<file path="config.mk">
export PLATFORM = sky130hd
export DESIGN_NAME = alu_pipe
export DESIGN_NICKNAME = d
export VERILOG_FILES = /design/src/rtl/alu_pipe.sv
export SDC_FILE = /design/constraint.sdc
export NUM_CORES = 1
export LEC_CHECK = 0
export BUFFER_PORTS_ARGS = -buffer_cell sky130_fd_sc_hd__buf_2
export CORE_UTILIZATION = 56
export CTS_BUF_LIST = sky130_fd_sc_hd__clkbuf_16
export DETAILED_ROUTE_END_ITERATION = 8
export PLACE_DENSITY_LB_ADDON = 0.05
export SLEW_MARGIN = 40
export SYNTH_ARGS = -nofsm -noshare
export SYNTH_HDL_FRONTEND = slang
export SYNTH_SLANG_ARGS = --single-unit
export TNS_END_PERCENT = 30
</file>
<file path="constraint.sdc">
create_clock -name clk -period 1.5 [get_ports clk]
set_input_delay 0.375 -clock clk [delete_from_list [all_inputs] [get_ports clk]]
set_output_delay 0.375 -clock clk [all_outputs]
set_load 0.005 [all_outputs]
</file>
<file path="src/rtl/alu_pipe.sv">
// ============================================================================
// Module   : alu_pipe
// Brief    : Handshaked, parametrised ALU with a registered result and a
//            {V,C,N,Z} flag nibble. Single-cycle ops complete in one cycle.
//            An optional iterative shift-add multiplier is built only when
//            ALU_PIPE_MUL_EN is defined. Without it, op 9 decodes as ADD.
// Revision : 1.0 - initial release
// ============================================================================
`default_nettype none

module alu_pipe #(
  parameter int WIDTH = 16
) (
  input  logic             clk,
  input  logic             rst_n,
  input  logic             in_valid_i,
  output logic             in_ready_o,
  input  logic [3:0]       op_i,
  input  logic [WIDTH-1:0] a_i,
  input  logic [WIDTH-1:0] b_i,
  output logic             out_valid_o,
  input  logic             out_ready_i,
  output logic [WIDTH-1:0] result_o,
  output logic [3:0]       flags_o
);

  localparam int SHW = $clog2(WIDTH);

  localparam logic [3:0] OP_SUB  = 4'd1;
  localparam logic [3:0] OP_NAND = 4'd2;
  localparam logic [3:0] OP_AND  = 4'd3;
  localparam logic [3:0] OP_OR   = 4'd4;
  localparam logic [3:0] OP_XOR  = 4'd5;
  localparam logic [3:0] OP_SHL  = 4'd6;
  localparam logic [3:0] OP_SHR  = 4'd7;
  localparam logic [3:0] OP_SRA  = 4'd8;

  logic             out_valid_q;
  logic [WIDTH-1:0] result_q;
  logic [3:0]       flags_q;

  logic [WIDTH-1:0] alu_res_d;
  logic [3:0]       alu_flags_d;
  logic             accept;

`ifdef ALU_PIPE_MUL_EN
  localparam logic [3:0] OP_MUL = 4'd9;

  typedef enum logic [0:0] {S_IDLE = 1'b0, S_MUL = 1'b1} state_t;

  state_t             state_q;
  logic [SHW:0]       cnt_q;
  logic [2*WIDTH-1:0] mul_a_q;
  logic [WIDTH-1:0]   mul_b_q;
  logic [2*WIDTH-1:0] acc_q;

  // Accept only when idle and the output register is free or draining now.
  assign in_ready_o = rst_n && (state_q == S_IDLE) && (!out_valid_o || out_ready_i);
`else
  // Without a multiplier the block is always idle; only the output matters.
  assign in_ready_o = rst_n && (!out_valid_o || out_ready_i);
`endif

  assign accept      = in_valid_i && in_ready_o;
  assign out_valid_o = out_valid_q;
  assign result_o    = result_q;
  assign flags_o     = flags_q;

  // Single-cycle datapath: result and flags for every non-multiply opcode.
  always_comb begin
    logic [WIDTH:0]   sum;
    logic [WIDTH:0]   diff;
    logic [SHW-1:0]   amt;
    logic [SHW-1:0]   shl_idx;
    logic [SHW-1:0]   shr_idx;
    logic             c;
    logic             v;
    sum     = {1'b0, a_i} + {1'b0, b_i};
    diff    = {1'b0, a_i} - {1'b0, b_i};
    amt     = b_i[SHW-1:0];
    // WIDTH is a power of two, so these wrap to WIDTH-amt and amt-1.
    shl_idx = {SHW{1'b0}} - amt;
    shr_idx = amt - 1'b1;
    alu_res_d = sum[WIDTH-1:0];
    c         = sum[WIDTH];
    v         = (a_i[WIDTH-1] == b_i[WIDTH-1]) && (sum[WIDTH-1] != a_i[WIDTH-1]);
    case (op_i)
      OP_SUB: begin
        alu_res_d = diff[WIDTH-1:0];
        c         = diff[WIDTH];
        v         = (a_i[WIDTH-1] != b_i[WIDTH-1]) && (diff[WIDTH-1] != a_i[WIDTH-1]);
      end
      OP_NAND: begin alu_res_d = ~(a_i & b_i); c = 1'b0; v = 1'b0; end
      OP_AND:  begin alu_res_d = a_i & b_i;    c = 1'b0; v = 1'b0; end
      OP_OR:   begin alu_res_d = a_i | b_i;    c = 1'b0; v = 1'b0; end
      OP_XOR:  begin alu_res_d = a_i ^ b_i;    c = 1'b0; v = 1'b0; end
      OP_SHL: begin
        alu_res_d = a_i << amt;
        c         = (amt != '0) ? a_i[shl_idx] : 1'b0;
        v         = 1'b0;
      end
      OP_SHR: begin
        alu_res_d = a_i >> amt;
        c         = (amt != '0) ? a_i[shr_idx] : 1'b0;
        v         = 1'b0;
      end
      OP_SRA: begin
        alu_res_d = $unsigned($signed(a_i) >>> amt);
        c         = (amt != '0) ? a_i[shr_idx] : 1'b0;
        v         = 1'b0;
      end
      default: ; // ADD, opcodes 10-15, and op 9 when no multiplier is built
    endcase
    alu_flags_d = {v, c, alu_res_d[WIDTH-1], (alu_res_d == '0)};
  end

  // Control FSM, multiplier iteration and registered output with hold.
  always_ff @(posedge clk or negedge rst_n) begin
    if (!rst_n) begin
      out_valid_q <= 1'b0;
      result_q    <= '0;
      flags_q     <= '0;
`ifdef ALU_PIPE_MUL_EN
      state_q     <= S_IDLE;
      cnt_q       <= '0;
      mul_a_q     <= '0;
      mul_b_q     <= '0;
      acc_q       <= '0;
`endif
    end else begin
`ifdef ALU_PIPE_MUL_EN
      if (state_q == S_MUL) begin
        if (cnt_q != '0) begin
          if (mul_b_q[0]) acc_q <= acc_q + mul_a_q;
          mul_a_q <= mul_a_q << 1;
          mul_b_q <= mul_b_q >> 1;
          cnt_q   <= cnt_q - 1'b1;
        end else begin
          state_q     <= S_IDLE;
          out_valid_q <= 1'b1;
          result_q    <= acc_q[WIDTH-1:0];
          flags_q     <= {|acc_q[2*WIDTH-1:WIDTH], |acc_q[2*WIDTH-1:WIDTH],
                          acc_q[WIDTH-1], (acc_q[WIDTH-1:0] == '0)};
        end
      end else if (accept && (op_i == OP_MUL)) begin
        state_q     <= S_MUL;
        cnt_q       <= (SHW+1)'(WIDTH);
        mul_a_q     <= {{WIDTH{1'b0}}, a_i};
        mul_b_q     <= b_i;
        acc_q       <= '0;
        out_valid_q <= 1'b0;
      end else
`endif
      if (accept) begin
        out_valid_q <= 1'b1;
        result_q    <= alu_res_d;
        flags_q     <= alu_flags_d;
      end else if (out_valid_q && out_ready_i) begin
        out_valid_q <= 1'b0;
      end
    end
  end

endmodule

`default_nettype wire
</file>
==> results of run 1 <==
[logic make-up after synthesis]
family,synth area share (%)
adders and majority gates,12.2
and+or+nand+nor,19.2
buffers and inverters,8.63
DFF,9.18
xor gates and xnor gates,1.77
muxes,18.6
AOI/OAI and AO/OA,30.4
[cell usage after synthesis (all sizes together) (4+ instances only)]
library cell	n	share of area [%]
buf	23	2.9
dfrtp	20	9.2
nor2b	11	1.3
nand4b	6	0.96
a31oi	11	1.3
mux2	12	2.5
a221o	4	0.73
o221ai	8	1.3
o41ai	6	0.96
nand3b	4	0.55
a32oi	5	0.80
mux4	30	13
nand4	8	0.92
nor4	4	0.57
a211oi	10	1.5
o31ai	6	0.92
a21o	10	1.4
xor2	4	0.64
a21oi	47	4.3
nor4b	4	0.76
o311ai	4	0.64
o32a	4	0.73
o211ai	13	1.8
nand2b	12	1.4
o21ai	41	3.8
clkbuf	36	2.5
mux2i	18	3.3
and2	4	0.46
nor3	19	1.7
inv	46	3.2
ha	50	11
nand2	46	3.2
a221oi	6	0.96
nor2	51	3.5
o22ai	10	1.1
o221a	4	0.83
a211o	4	0.64
a22oi	8	1.1
and3	4	0.46
nand3	10	0.92
xnor2	7	1.1
[routing by layer]
| metal | overflow | GRT usage (%) |
|---|---|---|
| met1 | 22 | 90.3 |
| met2 | 664 | 134 |
| met3 | 11 | 75.7 |
| met4 | 241 | 120 |
| met5 | 2 | 56.4 |
[through the flow]
step | instances | hold WS, ns | instance area [um2]
floorplan | 681 | 0.0794 | 5690
global placement | 1064 | 0.354 | 7680
CTS | 1084 | 0.112 | 8450
detailed placement | 1064 | 0.377 | 7680
[timing repair]
item	in CTS
resized for setup	125
setup buffers	18
pin swaps	59
setup endpoints to repair	19
cloned	0
==> impl_metrics.ini, run 1 <==
[run_status]
status = stopped before the end
stop_stage = global routing
error = [ERROR GRT-0232] Routing congestion too high. Check the congestion heatmap in the GUI.

[timing]
grt_worst_setup_endpoint = flags_o[0]$_DFFE_PN0P_/D
worstEndpointType = register data pin

[logic_synthesis]
syn_nets = 773
syn-instance-count = 681
synth_area_um2 = 5450
synth_seq_area_share_pct = 9.18
async_flop_share_pct = 100
avgSynthCellArea_um2 = 8.00
synth-edff-count = 0
ys_ff_latch = 20
ys_types = 84
synth_warnings = 0
ys_dominant_reg_cell = dfrtp_1

[clock_network]
hold_buffers = 0
cts_buffers = 3
cts_max_path_buffers = 2
cts-root-buf = clkbuf_16
htreeDepth = 1
cts_sinks = 20

[placement]
place_congestion = 1.04
hpwl_mm = 18.8
port_buffers = 61
pre_cts_ws_ns = -1.89

[die]
core.rowCount = 35
io_pins = 62
dieWidth_um = 101
initial_core_util_pct = 58.4
die_y_um = 101

[global_route]
grt_usage_pct = 102
grt.overflow.total = 940
grt_max_degree = 29
==> inputs of run 2 (changes only) <==
CORE_UTILIZATION = 40   (was 56)
CTS_BUF_LIST = not set   (was sky130_fd_sc_hd__clkbuf_16)
PLACE_DENSITY_LB_ADDON = 0.15   (was 0.05)
clock period = 2 ns   (was 1.5 ns; I/O delays follow)
==> impl_metrics.ini, run 2 <==
[placement]
place_congestion = 0.974
hpwl_mm = 20.4
pre_cts_ws_ns = -1.52
port_buffers = 61

[logic_synthesis]
synth.top_cell.area_share_pct = 11.5
syn-instance-count = 681
synth_area_um2 = 5450
synth_area_leaders = ha_1, mux4_2, dfrtp_1
ys_types = 84
async_flop_share_pct = 100
synth.top_cells.by_count = nor2_1, ha_1, a21oi_1
yosysMostFrequentCell = nor2_1
avgSynthCellArea_um2 = 8.00
synth-edff-count = 0
yosysTopAreaCell = ha_1
ys_dominant_reg_cell = dfrtp_1
synth_warnings = 0
synth_seq_area_share_pct = 9.18
syn_nets = 773
ys_ff_latch = 20

[die]
dieWidth_um = 119
initial_core_util_pct = 41.1
core.rowCount = 42
die_y_um = 119
core_um2 = 13200
io_pins = 62
die_area_um2 = 14100

[global_route]
grt_max_degree = 29
grt_usage_pct = 35.2
grt_pass1_vias = 7047
grt_pass1_wl_mm = 38.6
grt.overflow.total = 0
antenna_found_initial = 0

[drt]
drt_iter0_markers = 603
num_vias = 7085
wl_per_cell_um = 21.6
drt-total-wl_mm = 25.0
drtAntennaViolNets = 0
post_drt_via_cell_ratio = 6.13
first_pass_iters = 5
route.detailed.drc = 0

[timing]
finalCriticalPeriod_ns = 2.90
worst_pin_slew_ns = 0.719
rsz0062_at_grt = yes
finalHoldViolCount = 0
skew_ns = 0.000349
slew_violations = 0
fmax_mhz = 345
final-setup-viol-count = 19
fin_crit_sh_pct = 145
worst_slack_ns = -0.901
slew_headroom_pct = 51.7
holdWs_ns = 0.232

[power_and_ir_drop]
p_leak_nw = 4.01
vdd_drop_max_mv = 0.214
pwr_density_cell_nw_per_um2 = 396

[setup_path]
endpoint_kind = flip-flop
crit_fanout = 4
max_stage_delay_ns = 0.43
crit_slowest_cell = o41a_1
cp.arrival_ns = 3.03
crit_chain = buf_8 -> inv_4 -> buf_6 -> ha_4 -> nor3_4 -> o31ai_4 -> a21oi_4 -> o41ai_4 -> buf_4 -> nor3_4 -> o41a_1 -> o22ai_2 -> a211oi_2 -> mux2_4
worstRegToRegCells = 10
cp_common_cell = nor3_4
cp.required_ns = 2.13
critPathLaunchType = input pin
path_class = input pin to flip-flop

[clock_network]
clock_latency_ns = 0.25
hold_buffers = 0
cts_buffers = 3
clkTransAtPathRegs_ns = 0.05
cts_tree = done
htreeDepth = 1
cts_sinks = 20
cts-root-buf = clkbuf_16
cts_max_path_buffers = 2

[flow_run]
maxCapViolations = 0

[run_status]
violations = negative setup slack
status = finished, violations left

[final_layout]
final_common_cell = buf_4
final_cell_mix = buf_4, buf_2, nor2_1
syn_to_final_growth_pct = 61.8
fin_nets = 1074
nFillCells = 1179
antennaDiodeCount = 0
drive_gt1_share_pct = 51.4
largest_reg_flops = 15

[worst_hold_path]
worstHoldPathType = input pin to async pin
run 2: cell type report:
cell class	count	area (um2)	area share (%)
Multi-Input combinational cell	555	5060	57.4
Timing Repair Buffer	355	2760	31.3
Sequential cell	20	500	5.68
Tap cell	176	220	2.50
Inverter	47	206	2.34
Clock buffer	3	75.1	0.851
run 2: repair_timing:
action,4_1_cts,5_1_grt
buffers inserted,12,8
setup endpoints to repair,19,19
pin swaps,50,34
gates resized for setup,110,40
run 2: metal layers:
metal  track usage [%]  routed length (um)  up-vias
met3              1.83                1580       68
met5                 0                   0        -
met4              11.6                 817        0
met1              46.7               10500     3452
met2              61.0               12100      337
li1                  -                   -     3228
run 2: cells by family (layout without fill, tap and decap cells):
kind of cell,Yosys count,count (layout),synth area share (%)
and+or+nand+nor,199,199,19.2
xor gates and xnor gates,11,11,1.77
AOI/OAI and AO/OA,233,233,30.4
DFF,20,20,9.18
buffers and inverters,106,405,8.63
adders and majority gates,52,52,12.2
muxes,60,60,18.6
run 2: where the power goes:
group	total (mW)	internal, mW	switching, mW
Combinational	2.55	1.29	1.25
Clock	0.395	0.263	0.132
Sequential	0.550	0.504	0.0459
Total	3.49	2.06	1.43
run 2: final timing paths:
| kind | from | end | slack (ns) |
|---|---|---|---|
| max | a_i[1] | flags_o[1]$_DFFE_PN0P_ | -0.90 |
| min | rst_n | result_o[1]$_DFFE_PN0P_ | 0.23 |
| max reg2reg | out_valid_o$_DFFE_PN0P_ | flags_o[0]$_DFFE_PN0P_ | -0.08 |
| min reg2reg | flags_o[3]$_DFFE_PN0P_ | flags_o[3]$_DFFE_PN0P_ | 0.47 |
| max in group asynchronous | rst_n | flags_o[3]$_DFFE_PN0P_ | 1.56 |
| min in group clk | flags_o[3]$_DFFE_PN0P_ | flags_o[3]$_DFFE_PN0P_ | 0.47 |
run 2: stage by stage:
stage	utilization [%]	total power [mW]	instances	TNS, ns	instance area, um2
floorplan	-	1.69	681	-10.94	5690
global placement	60.3	2.75	1135	-18.80	7980
detailed placement	60.3	2.78	1135	-19.52	7990
CTS	65.0	3.37	1148	-10.65	8610
global route	66.6	3.71	1156	-12.79	8820
finish	66.6	3.49	1156	-11.02	8820
run 2: worst max-delay path, delay by kind of cell:
family	cells	cell delay (ns)
AND/OR/NAND/NOR	2	0.11
adder cells (fa/ha/maj)	1	0.29
buffers and inverters	4	0.41
AO/OA/AOI/OAI	6	1.45
multiplexers	1	0.27
(Power assumes the default switching activity.)
==> inputs of run 3 (changes only) <==
ABC_AREA = 1   (was not set)
==> impl_metrics.ini, run 3 <==
[run_status]
status = finished, violations left
violations = negative setup slack

[logic_synthesis]
synth.top_cells.by_count = nand2_1, nand3_1, inv_1
ys_types = 39
yosysMostFrequentCell = nand2_1
syn_nets = 1144
synth_seq_area_share_pct = 9.13
synth-edff-count = 0
synth_warnings = 0
synth.top_cell.area_share_pct = 25.4
avgSynthCellArea_um2 = 5.21
synth_area_um2 = 5480
ys_ff_latch = 20
async_flop_share_pct = 100
yosysTopAreaCell = nand2_1
syn-instance-count = 1052
synth_area_leaders = nand2_1, nand3_1, ha_1
ys_dominant_reg_cell = dfrtp_1

[drt]
drtAntennaViolNets = 0
drt-total-wl_mm = 24.4
num_vias = 7965
route.detailed.drc = 0
first_pass_iters = 5
drt_iter0_markers = 658
post_drt_via_cell_ratio = 5.30
wl_per_cell_um = 16.3

[placement]
hpwl_mm = 19.8
port_buffers = 61
pre_cts_ws_ns = -0.603
place_congestion = 1.05

[timing]
slew_violations = 0
finalSetupTns_ns = -0.518
holdWs_ns = 0.234
fmax_mhz = 461
slew_headroom_pct = 77.0
final-setup-viol-count = 9
fin_crit_sh_pct = 108
worst_pin_slew_ns = 0.346
worst_slack_ns = -0.169
finalCriticalPeriod_ns = 2.17
finalHoldViolCount = 0
skew_ns = 0.00293
rsz0062_at_grt = yes

[global_route]
grt_max_degree = 35
antenna_found_initial = 0
grt_usage_pct = 33.8
grt.overflow.total = 0
grt_pass1_wl_mm = 37.5
grt_pass1_vias = 7207

[clock_network]
htreeDepth = 1
cts_buffers = 3
cts_sinks = 20
clock_latency_ns = 0.25
cts-root-buf = clkbuf_16
cts_max_path_buffers = 2
cts_tree = done
clkTransAtPathRegs_ns = 0.05

[power_and_ir_drop]
vdd_drop_max_mv = 0.247
swShare_pct = 44.7
pwr-share-clk_pct = 13.3
p_switching_mw = 1.50
p_leak_nw = 4.73
internal_power_mw = 1.85
p_seq_share_pct = 15.8
pwr_density_cell_nw_per_um2 = 385
pwr-share-comb_pct = 70.9

[flow_run]
maxCapViolations = 0

[setup_path]
endpoint_kind = flip-flop
max_stage_delay_ns = 0.27
cp.required_ns = 2.19
path_class = input pin to flip-flop
crit_slowest_cell = or2_2
cp.arrival_ns = 2.36
critPathLaunchType = input pin
crit_fanout = 4
cp_common_cell = nand2_1
crit_chain = buf_2 -> buf_4 -> nor2_4 -> nand2_1 -> nand2_1 -> nand2_2 -> buf_4 -> or2_2 -> nand2_1 -> inv_1 -> a21oi_1 -> nand2_1 -> nor2_1 -> nand3_1 -> nand2_1

[final_layout]
postLayoutCoreUtil_pct = 65.5
fin_nets = 1421
syn_to_final_growth_pct = 58.9
final_cell_mix = nand2_1, buf_4, nand3_1
final_common_cell = nand2_1
largest_reg_flops = 15
drive_gt1_share_pct = 39.3
antennaDiodeCount = 0

[die]
core.rowCount = 42
initial_core_util_pct = 41.2
io_pins = 62
core_um2 = 13300
die_y_um = 119
dieWidth_um = 119
die_area_um2 = 14200

[worst_hold_path]
worstHoldPathType = input pin to async pin
run 3: cell count changes after synthesis, sizes merged, moves of 15 or more:
cell | previous run | this run
clkbuf | 36 | 7
inv | 46 | 131
mux2i | 18 | 1
mux4 | 30 | 0
nand2 | 46 | 376
nand3 | 10 | 193
nor2 | 51 | 105
nor3 | 19 | 4
run 3: routing by layer:
layer  share of wire (%)  global-route usage, %
met1                  44                   45.7
met2                  45                   54.8
met3                 7.1                   3.50
met4                 4.4                   13.3
met5                   0                      0
run 3: worst paths after layout:
check / from / endpoint / slack [ns] / cells past startpoint
worst max-delay path: op_i[1] / flags_o[0]$_DFFE_PN0P_ / -0.17 / 15
worst min-delay path: rst_n / result_o[0]$_DFFE_PN0P_ / 0.23 / 2
worst max register to register: out_valid_o$_DFFE_PN0P_ / flags_o[0]$_DFFE_PN0P_ / 0.50 / 10
worst min register to register: result_o[6]$_DFFE_PN0P_ / result_o[6]$_DFFE_PN0P_ / 0.47 / 2
max in group asynchronous: rst_n / result_o[3]$_DFFE_PN0P_ / 1.56 / 2
min in group clk: out_ready_i / out_valid_o$_DFFE_PN0P_ / 0.47 / 2
run 3: final cells by class:
class,instances,area [um2]
inverters,132,512
clock buffers,4,88.8
repair buffers,314,2350
fillers,1288,4580
well taps,176,220
multi-input cells,858,5040
flip-flops and latches,20,500
run 3: kinds of logic (layout without fill, tap and decap cells):
kind of cell	Yosys count	count (layout)	synth area share (%)
simple gates	709	709	55.7
buf+inv	174	450	13.1
compound gates	90	90	8.81
fa+ha+maj	52	52	12.1
flops	20	20	9.13
xor+xnor	6	6	0.958
mux	1	1	0.183
run 3: stage by stage:
stage	area (um2)	std cells	total power, mW
after floorplan	5590	1052	1.56
after global placement	7670	1486	2.51
after detailed placement	7670	1486	2.52
after CTS	8160	1494	3.11
after global routing	8710	1504	3.58
final	8710	1504	3.35
run 3: worst max-delay path, delay by kind of cell:
family,cells,cell delay (ns)
and+or+nand+nor,10,1.16
buffers and inverters,4,0.50
AOI/OAI and AO/OA,1,0.19
run 3: power groups by stage:
| stage | Sequential (mW) | Clock, mW | Combinational, mW |
|---|---|---|---|
| final | 0.530 | 0.447 | 2.38 |
| after floorplan | 0.545 | 0 | 1.02 |
| after detailed placement | 0.535 | 0 | 1.98 |
| after global placement | 0.534 | 0 | 1.98 |
| after CTS | 0.530 | 0.452 | 2.13 |
| after global routing | 0.540 | 0.468 | 2.57 |
run 3: repair_timing:
item	4_1_cts	5_1_grt
setup endpoints to repair	16	19
hold buffers	0	0
resized for setup	94	146
pin swaps	26	61
setup buffers	4	10
==> inputs of run 4 (changes only) <==
CORE_UTILIZATION = 55   (was 40)
==> impl_metrics.ini, run 4 <==
[logic_synthesis]
syn_nets = 1144
synth.top_cell.area_share_pct = 25.4
avgSynthCellArea_um2 = 5.21
synth_area_um2 = 5480
synth_area_leaders = nand2_1, nand3_1, ha_1
syn-instance-count = 1052
yosysMostFrequentCell = nand2_1
synth.top_cells.by_count = nand2_1, nand3_1, inv_1
yosysTopAreaCell = nand2_1
ys_dominant_reg_cell = dfrtp_1
synth-edff-count = 0
synth_seq_area_share_pct = 9.13
ys_types = 39
synth_warnings = 0
ys_ff_latch = 20
async_flop_share_pct = 100

[die]
io_pins = 62
initial_core_util_pct = 56.4
core.rowCount = 36
dieWidth_um = 102
die_y_um = 102

[placement]
hpwl_mm = 19.4
place_congestion = 1.11
post_dp_cell_area_um2 = 7610
port_buffers = 61

[clock_network]
cts-root-buf = clkbuf_8
htreeDepth = 1
cts_sinks = 20
cts_max_path_buffers = 2
cts_buffers = 3

[timing]
grt_worst_setup_endpoint = flags_o[0]$_DFFE_PN0P_/D
worstEndpointType = register data pin

[global_route]
grt_usage_pct = 61.7
grt_max_degree = 33
grt.overflow.total = 5

[run_status]
error = [ERROR GRT-0232] Routing congestion too high. Check the congestion heatmap in the GUI.
stop_stage = global routing
status = stopped before the end
## run 4: cell counts after synthesis
No cell type changed its count.
## run 4: what timing repair did
| action | 4_1_cts |
|---|---|
| cloned | 0 |
| hold buffers | 0 |
| resized for setup | 90 |
| endpoints found under the setup margin | 19 |
| pin swaps | 36 |
| endpoints found under the hold margin | 0 |
| buffers inserted | 8 |
## run 4: metrics by stage
step / hold WS, ns / setup TNS, ns / utilization [%] / cells / setup WS (ns)
after floorplan: 0.204 / -0.965 / - / 1052 / -0.197
after detailed placement: 0.462 / -8.06 / 78.2 / 1442 / -0.604
after global placement: 0.458 / -7.27 / 78.2 / 1442 / -0.596
after CTS: 0.216 / -0.769 / 83.0 / 1454 / -0.140
## run 4: per-layer routing
layer,GRT overflow,GRT usage (%)
met1,0,64.0
met3,0,35.4
met2,0,86.4
met4,5,57.3
met5,0,10.1
## run 4: cells by family after synthesis
| kind of cell | count (synthesis) | share of synthesized area, % |
|---|---|---|
| and+or+nand+nor | 709 | 55.7 |
| buffers and inverters | 174 | 13.1 |
| AOI/OAI and AO/OA | 90 | 8.81 |
| adders and majority gates | 52 | 12.1 |
| DFF | 20 | 9.13 |
| xor gates and xnor gates | 6 | 0.958 |
| muxes | 1 | 0.183 |
